===== src/rtl/quad_decoder_modn.sv =====
// Quadrature A/B decoder: synchronize, glitch-filter, Gray-decode, mod-N position.
module quad_decoder_modn #(
  parameter int unsigned N    = 10,
  parameter int unsigned W    = 4,
  parameter int unsigned FILT = 2
) (
  input  logic         clk,
  input  logic         reset,
  input  logic         a_in,
  input  logic         b_in,
  input  logic         clear,
  input  logic         err_clr,
  output logic [W-1:0] count,
  output logic         dir,
  output logic         step,
  output logic         err
);

  // Two-flop synchronizers for both phases, kept as {a,b} pairs
  logic [1:0] sync1_q, sync2_q;

  // Filter history, newest entry at index 0
  logic [FILT-1:0][1:0] sh_q, sh_d;

  // Accepted phase, the phase it replaced, and a one-cycle "changed" marker
  logic [1:0] filt_ab_q, filt_ab_d;
  logic [1:0] prev_ab_q, prev_ab_d;
  logic       chg_q, chg_d;
  logic       init_done_q, init_done_d;

  // Outputs
  logic [W-1:0] count_q, count_d;
  logic         dir_q, dir_d;
  logic         step_q, step_d;
  logic         err_q, err_d;

  logic       stable_c;
  logic       accept_c;
  logic [1:0] delta_c;

  // Position of a phase value in the Gray cycle 00->01->11->10
  function automatic logic [1:0] gray_idx(input logic [1:0] ab);
    logic [1:0] idx;
    case (ab)
      2'b00:   idx = 2'd0;
      2'b01:   idx = 2'd1;
      2'b11:   idx = 2'd2;
      default: idx = 2'd3;
    endcase
    return idx;
  endfunction

  // Filter: shift in synchronized phase, accept once history is unanimous
  always_comb begin
    sh_d        = sh_q;
    sh_d[0]     = sync2_q;
    for (int unsigned i = 1; i < FILT; i++) begin
      sh_d[i] = sh_q[i-1];
    end
    stable_c = 1'b1;
    for (int unsigned i = 1; i < FILT; i++) begin
      if (sh_q[i] != sh_q[0]) stable_c = 1'b0;
    end
    accept_c    = stable_c && (sh_q[0] != filt_ab_q);
    filt_ab_d   = accept_c ? sh_q[0] : filt_ab_q;
    prev_ab_d   = accept_c ? filt_ab_q : prev_ab_q;
    // The first settled value after reset only establishes the reference phase
    chg_d       = accept_c && init_done_q;
    init_done_d = init_done_q | stable_c;
  end

  // Decode one Gray transition per change and update the mod-N position
  always_comb begin
    count_d = count_q;
    dir_d   = dir_q;
    step_d  = 1'b0;
    err_d   = err_q;
    delta_c = gray_idx(filt_ab_q) - gray_idx(prev_ab_q);
    if (err_clr) err_d = 1'b0;
    if (chg_q) begin
      case (delta_c)
        2'd1: begin
          step_d  = 1'b1;
          dir_d   = 1'b1;
          count_d = (count_q == W'(N - 1)) ? '0 : count_q + W'(1);
        end
        2'd3: begin
          step_d  = 1'b1;
          dir_d   = 1'b0;
          count_d = (count_q == '0) ? W'(N - 1) : count_q - W'(1);
        end
        2'd2:    err_d = 1'b1;
        default: ;
      endcase
    end
    // Clear overrides the position but the step/dir report is kept
    if (clear) count_d = '0;
  end

  // State registers with synchronous reset
  always_ff @(posedge clk) begin
    if (reset) begin
      sync1_q     <= '0;
      sync2_q     <= '0;
      sh_q        <= '0;
      filt_ab_q   <= '0;
      prev_ab_q   <= '0;
      chg_q       <= 1'b0;
      init_done_q <= 1'b0;
      count_q     <= '0;
      dir_q       <= 1'b0;
      step_q      <= 1'b0;
      err_q       <= 1'b0;
    end else begin
      sync1_q     <= {a_in, b_in};
      sync2_q     <= sync1_q;
      sh_q        <= sh_d;
      filt_ab_q   <= filt_ab_d;
      prev_ab_q   <= prev_ab_d;
      chg_q       <= chg_d;
      init_done_q <= init_done_d;
      count_q     <= count_d;
      dir_q       <= dir_d;
      step_q      <= step_d;
      err_q       <= err_d;
    end
  end

  assign count = count_q;
  assign dir   = dir_q;
  assign step  = step_q;
  assign err   = err_q;

endmodule


===== config.mk =====
export PLATFORM = sky130hd
export DESIGN_NAME = quad_decoder_modn
export DESIGN_NICKNAME = d
export VERILOG_FILES = /design/src/rtl/quad_decoder_modn.sv
export SDC_FILE = /design/constraint.sdc
export NUM_CORES = 1
export LEC_CHECK = 0
export ABC_AREA = 1
export CAP_MARGIN = 20
export CORE_MARGIN = 8
export CORE_UTILIZATION = 48
export DETAILED_ROUTE_END_ITERATION = 8
export GPL_ROUTABILITY_DRIVEN = 0
export GPL_TIMING_DRIVEN = 0
export HOLD_SLACK_MARGIN = 0.1
export PLACE_DENSITY = 0.72
export SLEW_MARGIN = 25
export SYNTH_ARGS = -nofsm -noshare
export SYNTH_HDL_FRONTEND = slang
export SYNTH_SLANG_ARGS = --single-unit

===== constraint.sdc =====
create_clock -name clk -period 2.1 [get_ports clk]
set_input_delay 0.21 -clock clk [delete_from_list [all_inputs] [get_ports clk]]
set_output_delay 0.21 -clock clk [all_outputs]
set_load 0.01 [all_outputs]

## Yosys cells after proc, flatten, opt, wreduce, memory -nomap -nowiden

Index checks and enable logic that the tools add are counted.

- Add/sub/neg operators: 3
- Equal/unequal tests: 10
- Multiplexer cells: 11
- Bitwise logic cells: 2
- Reduce and logical (&&, ||, !) cells: 10

Operator list:

| kind | number |
|---|---|
| 2-bit one-hot mux with 3 select lines | 2 |
| 2-bit == test, second input constant | 4 |
| 4-bit two-way mux | 2 |
| 4-bit one-hot mux with 2 select lines | 1 |
| 2-bit by 1-bit == test with 1-bit output, second input constant | 3 |
| 2-bit OR reduction | 3 |
| 1-bit two-way mux | 5 |
| 4-bit by 1-bit adder with 4-bit output, second input constant | 1 |
| 4-bit == test, second input constant | 1 |
| 2-bit logical NOT | 2 |
| 4-bit logical NOT | 1 |
| 2-bit inequality test | 2 |
| 4-bit by 1-bit subtractor with 4-bit output, second input constant | 1 |
| 1-bit logical AND | 2 |
| 1-bit one-hot mux with 2 select lines | 1 |
| 2-bit AND reduction | 1 |
| 2-bit nonzero test | 1 |
| 2-bit subtractor | 1 |
| 1-bit inverter | 1 |
| 1-bit OR | 1 |

- Flip-flop bits (word level): 21
- Input bits: 6
- Output and inout bits: 7
- Logic and storage cells: 48

## Longest topological paths before layout

Gate-level depths: netlist (run 1).

- Depth after elaboration: 6
- Mapped depth: 10

## Least setup slack after synthesis (run 1)

OpenSTA, ideal clock, no wires.

- Kind: reg-to-reg
- Start: register filt_ab_q[0]
- End: register count_q[3], in the netlist count[3]
- Library setup time: 113 ps
- Arrival: 1,569 ps
- Data required time: 1,987 ps
- Slack: 418 ps
- Cell stages (with the launch flop): 8
- Cells stage by stage: dfxtp_1 inv_1 ha_1 ha_1 nor2_1 inv_1 nand2_1 a21oi_2

- Cells in the longest elaborated chain, start to end: 6

RTL lines:

| item | line | source |
|---|---|---|
| from (decl) | 26 | `logic [1:0] filt_ab_q, filt_ab_d;` |
| from (signal assigned) | 118 | `filt_ab_q <= filt_ab_d;` |
| 2-bit == test, or another cell as far along | 44 | `case (ab)` |
| 2-bit one-hot mux with 3 select lines (*) | 44 |  |
| 2-bit subtractor (*) | 78 | `delta_c = gray_idx(filt_ab_q) - gray_idx(prev_ab_q);` |
| 2-bit == test or 2-bit by 1-bit == test with 1-bit output (tied branches) | 81 | `case (delta_c)` |
| 2-bit nonzero test (no source line) | n/a |  |
| 2-bit AND reduction (no source line) | n/a |  |
| to (signal assigned) | 122 | `count_q <= count_d;` |
| to (decl) | 32 | `logic [W-1:0] count_q, count_d;` |

Every way passes the cells marked *; elsewhere a longest branch is shown, timed or not.
A chain may end at the register's enable or synchronous reset.

## Worst setup path after layout (run 1)

Same ends and word-level chain as after synthesis.

==> flow_summary_export.csv, run 1 <==
group,metric,value,unit
outcome,status,"completed",
critical_path,crit_arrival,2.09,ns
clocking,cts_buffer_depth,2,
routing,drc_errors,0,
synth,synth_edf_count,0,
sta,clock_skew,0.003080,ns
critical_path,critPathLaunchType,"flip-flop",
sta,finalCritPeriodShare,89.49,%
critical_path,crit_path_end_kind,"flip-flop",
synth,synth_top_family_by_area,"simple AND/OR/NAND/NOR gates",
clocking,cts-buffers-inserted,3,
sta,fmax,532.1,MHz
routing,via_per_inst,4.726,
final_layout,fin_nets,170,
final_layout,multi_input_area,503.0,um^2
pwr,total_power,662.1,uW
critical_path,critPathMaxFanout,6,
pwr,power_per_cell_area,547.8,mW/mm^2
routing,wl_per_cell,10.03,um
critical_path,worstRegToRegCells,7,
floorplan,std_cell_rows,17,
job,maxCapViolCount,0,
floorplan,start_util,48.76,%
synth,ys_warn_count,0,
clocking,cts_tree,"built",
place,numPortBuffers,11,
sta,relSlewSlack,72.17,%
min_path,worstHoldStart,"reset",
final_layout,regArea,420.4,um^2
final_layout,fillers,213,
synth,syn_inst,143,
sta,fin_crit,1.879,ns
clocking,cts_setup_buffers,0,
global_routing,grt_remaining_overflow,0,
synth,ys.flop_type,"dfxtp_1",
pwr,p_clk_share,28.5,%
min_path,hold_class,"in -> reg",
critical_path,required,2.31,ns
routing,vias,879,
floorplan,core,0.002127,mm^2
min_path,holdPathEnd,"sh_q[2]",
floorplan,fp.dieArea,0.003904,mm^2
floorplan,die_height,62.49,um
final_layout,post-route-util,56.82,%
pwr,p_leak,0.5437,nW
synth,synth_xor_area_share,2.533,%
pwr,swShare,23.41,%
synth,ys_types,23,
clocking,clock_sinks,21,
synth,synth_seq_area_share,40.53,%
global_routing,grt_pass1_vias,785,
synth,syn_area,0.001037,mm^2
pwr,switching_power,155.0,uW
clocking,clk_latency,0.30,ns
clocking,h-tree-depth,1,
global_routing,antenna_found_initial,0,
synth,avgSynthCellArea,7.253,um^2
routing,ant_nets,0,
sta,worst_slew_pin_slew,0.4174,ns
synth,yosys.area_share.simple,32.09,%
sta,slew_violations,0,
routing,wl,1865,um
sta,setup_viol,0,
clocking,cts_hold_buf,0,
final_layout,diodes,0,
critical_path,worstSetupPathType,"reg -> reg",
global_routing,grt_pass1_wl,3063,um
synth,synthAdderAreaFrac,6.031,%
critical_path,r2r_slack,0.22,ns
sta,hold_viol_final,0,
synth,ys_async_sr_fraction,0,%
synth,ys_ff_latch,21,
critical_path,r2r_end,"count[3]",
floorplan,num_io_pins,13,
clocking,cts_repair_resize_count,0,
min_path,whs_path_depth,2,
floorplan,die_x,62.49,um
pwr,p_int,507.1,uW
pwr,seq_power_share,62.4,%
clocking,cts_root_buf,"clkbuf_4",
synth,muxShareOfSynthArea,0,%
sta,tns,0,ns
final_layout,drive_gt1_share,13.29,%
synth,syn_nets,154,
global_routing,grt_max_degree,12,
pwr,ir_drop,0.0004361,V
place,dp_hpwl,1460,um
synth,synth_compound_area_share,7.841,%
pwr,comb_power_share,9.1,%
clocking,clk_pin_slew,0.11,ns
sta,rsz0062_at_grt,"false",
routing,drtPass1Iterations,4,
final_layout,area_delta_synth_final,16.53,%
routing,drtIter0Drc,21,
critical_path,rr_startpoint,"filt_ab_q[0]",
global_routing,grt_usage,9.295,%
[kinds of logic after synthesis]
logic type / after synthesis
adders and majority gates: 5
DFF: 21
xor gates and xnor gates: 3
and+or+nand+nor: 71
AOI/OAI and AO/OA: 13
buffers and inverters: 30
[metrics by stage]
stage | hold slack (ns) | setup WS, ns | area (um^2) | cells
after floorplan | 0.3170 | 0.4178 | 1037 | 143
after global placement | 0.3944 | 0.2367 | 1182 | 182
after detailed placement | 0.3992 | 0.2429 | 1182 | 182
after CTS | 0.3284 | 0.2193 | 1209 | 186
after global routing | 0.3523 | 0.05231 | 1209 | 186
final | 0.3413 | 0.2207 | 1209 | 186
[cells in the final DEF, fill, tap and decap left out]
| cell type | synthesis | final |
|---|---|---|
| nand2_2 | 5 | 5 |
| or2_2 | 1 | 1 |
| ha_1 | 5 | 5 |
| buf_2 | 1 | 1 |
| nand3_1 | 7 | 7 |
| clkbuf_1 | 1 | 2 |
| nand2_1 | 30 | 30 |
| o211ai_1 | 1 | 1 |
| a21oi_2 | 1 | 1 |
| nor2_2 | 2 | 2 |
| nand3b_2 | 1 | 1 |
| clkbuf_4 | 0 | 3 |
| inv_1 | 25 | 25 |
| nand3_2 | 3 | 3 |
| a211oi_2 | 1 | 1 |
| o31ai_1 | 1 | 1 |
| a21oi_1 | 7 | 7 |
| dfxtp_1 | 21 | 21 |
| clkdlybuf4s50_1 | 0 | 11 |
| nor3_1 | 1 | 1 |
| nor2_1 | 17 | 17 |
| inv_2 | 3 | 3 |
| xnor2_1 | 3 | 3 |
| nand4_1 | 4 | 4 |
| o21ai_0 | 2 | 2 |
[layout make-up]
type                       count  area share (%)
multi-input combinational     92           41.61
sequential                    21           34.78
timing repair buffer          11           9.110
inverter                      28           8.696
tap                           28           2.899
clock buffer                   4           2.174
buffer                         2          0.7246
[worst max-delay path by stage]
stage / start / end / cells after the start
after floorplan: filt_ab_q[0] / count[3] / 7
after global placement: filt_ab_q[0] / count[3] / 7
after detailed placement: filt_ab_q[0] / count[3] / 7
after CTS: filt_ab_q[0] / count[3] / 7
after global routing: filt_ab_q[0] / count[1] / 7
final: filt_ab_q[0] / count[3] / 7
[power by group through the flow]
stage / Sequential [mW] / Clock (mW) / Combinational [mW]
detailed placement: 0.422 / 0 / 0.0599
global route: 0.415 / 0.212 / 0.0672
finish: 0.413 / 0.189 / 0.0601
global placement: 0.422 / 0 / 0.0587
floorplan: 0.421 / 0 / 0.0436
CTS: 0.413 / 0.193 / 0.0605
[per-layer routing]
layer / global-route usage, % / routed length (um)
met5: 0 / 0
met4: 5.128 / 28
met3: 3.047 / 83
met2: 14.36 / 851
met1: 11.05 / 902
[worst max-delay path, stage by stage (launching register included)]
cell and delay [ns]:
dfxtp_1 0.40, inv_1 0.11, ha_1 0.31, ha_1 0.32, nor2_1 0.33, inv_1 0.17, nand2_1 0.11, a21oi_2 0.05
[registers in the layout, summed over array words and instances, names as in the netlist, 2 cells and up]
| name | cells |
|---|---|
| count | 4 |
| sh_d | 2 |
| filt_ab_q | 2 |
| sh_q | 2 |
| sync1_q | 2 |
| sync2_q | 2 |
| prev_ab_q | 2 |
[synth_stat cells, types with 2 or more instances]
master	count	share of area [%]
nand2_1	30	11
inv_1	25	9.0
dfxtp_1	21	41
nor2_1	17	6.2
a21oi_1	7	3.4
nand3_1	7	3.4
ha_1	5	6.0
nand2_2	5	3.0
nand4_1	4	2.4
inv_2	3	1.1
nand3_2	3	2.9
xnor2_1	3	2.5
nor2_2	2	1.2
o21ai_0	2	0.97
(Power assumes the default switching activity.)
==> run 2: changes to the inputs <==
--- a/config.mk
+++ b/config.mk
@@ -13,6 +13,7 @@
 export GPL_ROUTABILITY_DRIVEN = 0
 export GPL_TIMING_DRIVEN = 0
 export HOLD_SLACK_MARGIN = 0.1
+export MAX_ROUTING_LAYER = met4
 export PLACE_DENSITY = 0.72
 export SLEW_MARGIN = 25
 export SYNTH_ARGS = -nofsm -noshare
==> run 2 against run 1 <==
Net effect: critical path depth did not move; setup slack got worse by 0.0028 ns; total power increased by 0.16%; clock skew is 0.00055 ns lower; register-to-register slack hardly changed; design area unchanged; critical path type unchanged.
==> flow_summary_export.csv, run 2 (same netlist as run 1, synthesis figures left out) <==
group,metric,value,unit
min_path,worstHoldStart,"reset",
clocking,clk_latency,0.30,ns
clocking,cts_root_buf,"clkbuf_4",
clocking,cts_hold_buf,0,
outcome,status,"completed",
final_layout,largest_reg_flops,4,
floorplan,die_height,62.49,um
global_routing,grt_max_degree,12,
final_layout,final_cells,186,
routing,vias,885,
sta,fin_ws,0.2179,ns
sta,worst_slew_pin_slew,0.4085,ns
critical_path,cp_slowest_stage_delay,0.40,ns
final_layout,final_area,0.001209,mm^2
global_routing,grt_usage,9.547,%
critical_path,required,2.31,ns
critical_path,slowest_stage,"dfxtp_1",
routing,drtIter0Drc,21,
clocking,h-tree-depth,1,
pwr,power_per_cell_area,548.7,mW/mm^2
final_layout,fillers,213,
routing,wl_per_cell,10.08,um
critical_path,crit_path_end_kind,"flip-flop",
critical_path,worstRegToRegCells,7,
global_routing,grt_pass1_vias,785,
critical_path,crit_arrival,2.09,ns
pwr,swShare,23.52,%
floorplan,std_cell_rows,17,
pwr,p_leak,0.5437,nW
sta,rsz0062_at_grt,"false",
floorplan,core,0.002127,mm^2
pwr,comb_power_share,9.0,%
place,dp_hpwl,1460,um
floorplan,num_io_pins,13,
final_layout,diodes,0,
sta,whs,0.3306,ns
routing,drtPass1Iterations,4,
critical_path,critPathLaunchType,"flip-flop",
critical_path,crit_chain,"inv_1, ha_1, ha_1, nor2_1, inv_1, nand2_1, a21oi_2",
final_layout,regArea,420.4,um^2
final_layout,multi_input_area,503.0,um^2
clocking,cts_buffer_depth,2,
pwr,ir_drop,0.0004365,V
sta,relSlewSlack,72.77,%
final_layout,post-route-util,56.82,%
sta,tns,0,ns
final_layout,layout_commonest_cell,"nand2_1",
job,maxCapViolCount,0,
place,place_area,0.001182,mm^2
critical_path,r2r_end,"count[3]",
critical_path,critPathMaxFanout,6,
clocking,cts-buffers-inserted,3,
critical_path,worstSetupPathType,"reg -> reg",
routing,drc_errors,0,
final_layout,fin_nets,170,
sta,hold_viol_final,0,
critical_path,crit_family,"adder cells",
pwr,seq_power_share,62.3,%
pwr,p_clk_share,28.7,%
routing,ant_nets,0,
routing,via_per_inst,4.758,
min_path,holdPathEnd,"sh_q[3]",
clocking,cts_setup_buffers,0,
final_layout,layout_common_cells,"nand2_1, inv_1, dfxtp_1",
critical_path,rr_startpoint,"filt_ab_q[0]",
critical_path,r2r_slack,0.22,ns
clocking,cts_repair_resize_count,0,
floorplan,start_util,48.76,%
clocking,cts_tree,"built",
min_path,hold_class,"in -> reg",
sta,setup_viol,0,
sta,slew_violations,0,
pwr,total_power,663.1,uW
pwr,switching_power,156.0,uW
floorplan,die_x,62.49,um
sta,finalCritPeriodShare,89.63,%
routing,wl,1874,um
critical_path,crit_path_start,"filt_ab_q[0]",
place,dp_cells,182,
critical_path,path_buf_inv,2,
global_routing,grt_pass1_wl,3070,um
pwr,p_int,507.2,uW
final_layout,area_delta_synth_final,16.53,%
sta,clock_skew,0.002528,ns
floorplan,fp.dieArea,0.003904,mm^2
final_layout,drive_gt1_share,13.29,%
global_routing,antenna_found_initial,0,
sta,fin_crit,1.882,ns
min_path,whs_path_depth,2,
clocking,clk_pin_slew,0.11,ns
global_routing,grt_remaining_overflow,0,
place,numPortBuffers,11,
place,place_ws,0.2429,ns
clocking,clock_sinks,21,
sta,fmax,531.3,MHz
==> run 2: final cells by class <==
cell class                 count  share of cell area (%)
multi-input combinational     92                   41.61
sequential                    21                   34.78
timing repair buffer          11                   9.110
inverter                      28                   8.696
tap                           28                   2.899
clock buffer                   4                   2.174
buffer                         2                  0.7246
==> run 2: power by group through the flow <==
stage | Clock, mW | Sequential [mW] | Combinational (mW)
finish | 0.190 | 0.413 | 0.0599
global route | 0.212 | 0.415 | 0.0672
CTS | 0.193 | 0.413 | 0.0605
detailed placement | 0 | 0.422 | 0.0599
global placement | 0 | 0.422 | 0.0587
floorplan | 0 | 0.421 | 0.0436
==> run 2: worst max-delay path by stage <==
| stage | endpoint | slack [ns] | cells past startpoint |
|---|---|---|---|
| 2_1_floorplan | count[3] | 0.42 | 7 |
| 3_3_place_gp | count[3] | 0.24 | 7 |
| 3_5_place_dp | count[3] | 0.24 | 7 |
| 4_1_cts | count[3] | 0.22 | 7 |
| 5_1_grt | count[1] | 0.05 | 7 |
| 6_report | count[3] | 0.22 | 7 |
==> run 2: per-layer routing <==
metal  share of wire, %  up-vias  wire (um)  global-route usage (%)
li1                   -      473          -                       -
met1                 50      388        930                   11.47
met2                 45       19        838                   14.36
met3                3.5        5         66                   2.330
met4                2.1        0         39                   5.128
met5                  0        -          0                       -
==> run 3: changes to the inputs <==
==> constraint.sdc (replaced) <==
create_clock -name clk -period 2.05 [get_ports clk]
set_input_delay 0.205 -clock clk [delete_from_list [all_inputs] [get_ports clk]]
set_output_delay 0.205 -clock clk [all_outputs]
set_load 0.01 [all_outputs]
==> results of run 3 <==
The final DEF is identical to that of run 2. Status: completed.
Among the figures that moved: setup slack after placement 0.2429 ns -> 0.1929 ns; setup slack after layout 0.2179 ns -> 0.1679 ns; hold slack 0.3306 ns -> 0.3256 ns; register-to-register setup slack 0.22 ns -> 0.17 ns; total power 0.6631 mW -> 0.6793 mW; worst IR drop on VDD 0.0004365 V -> 0.0004471 V
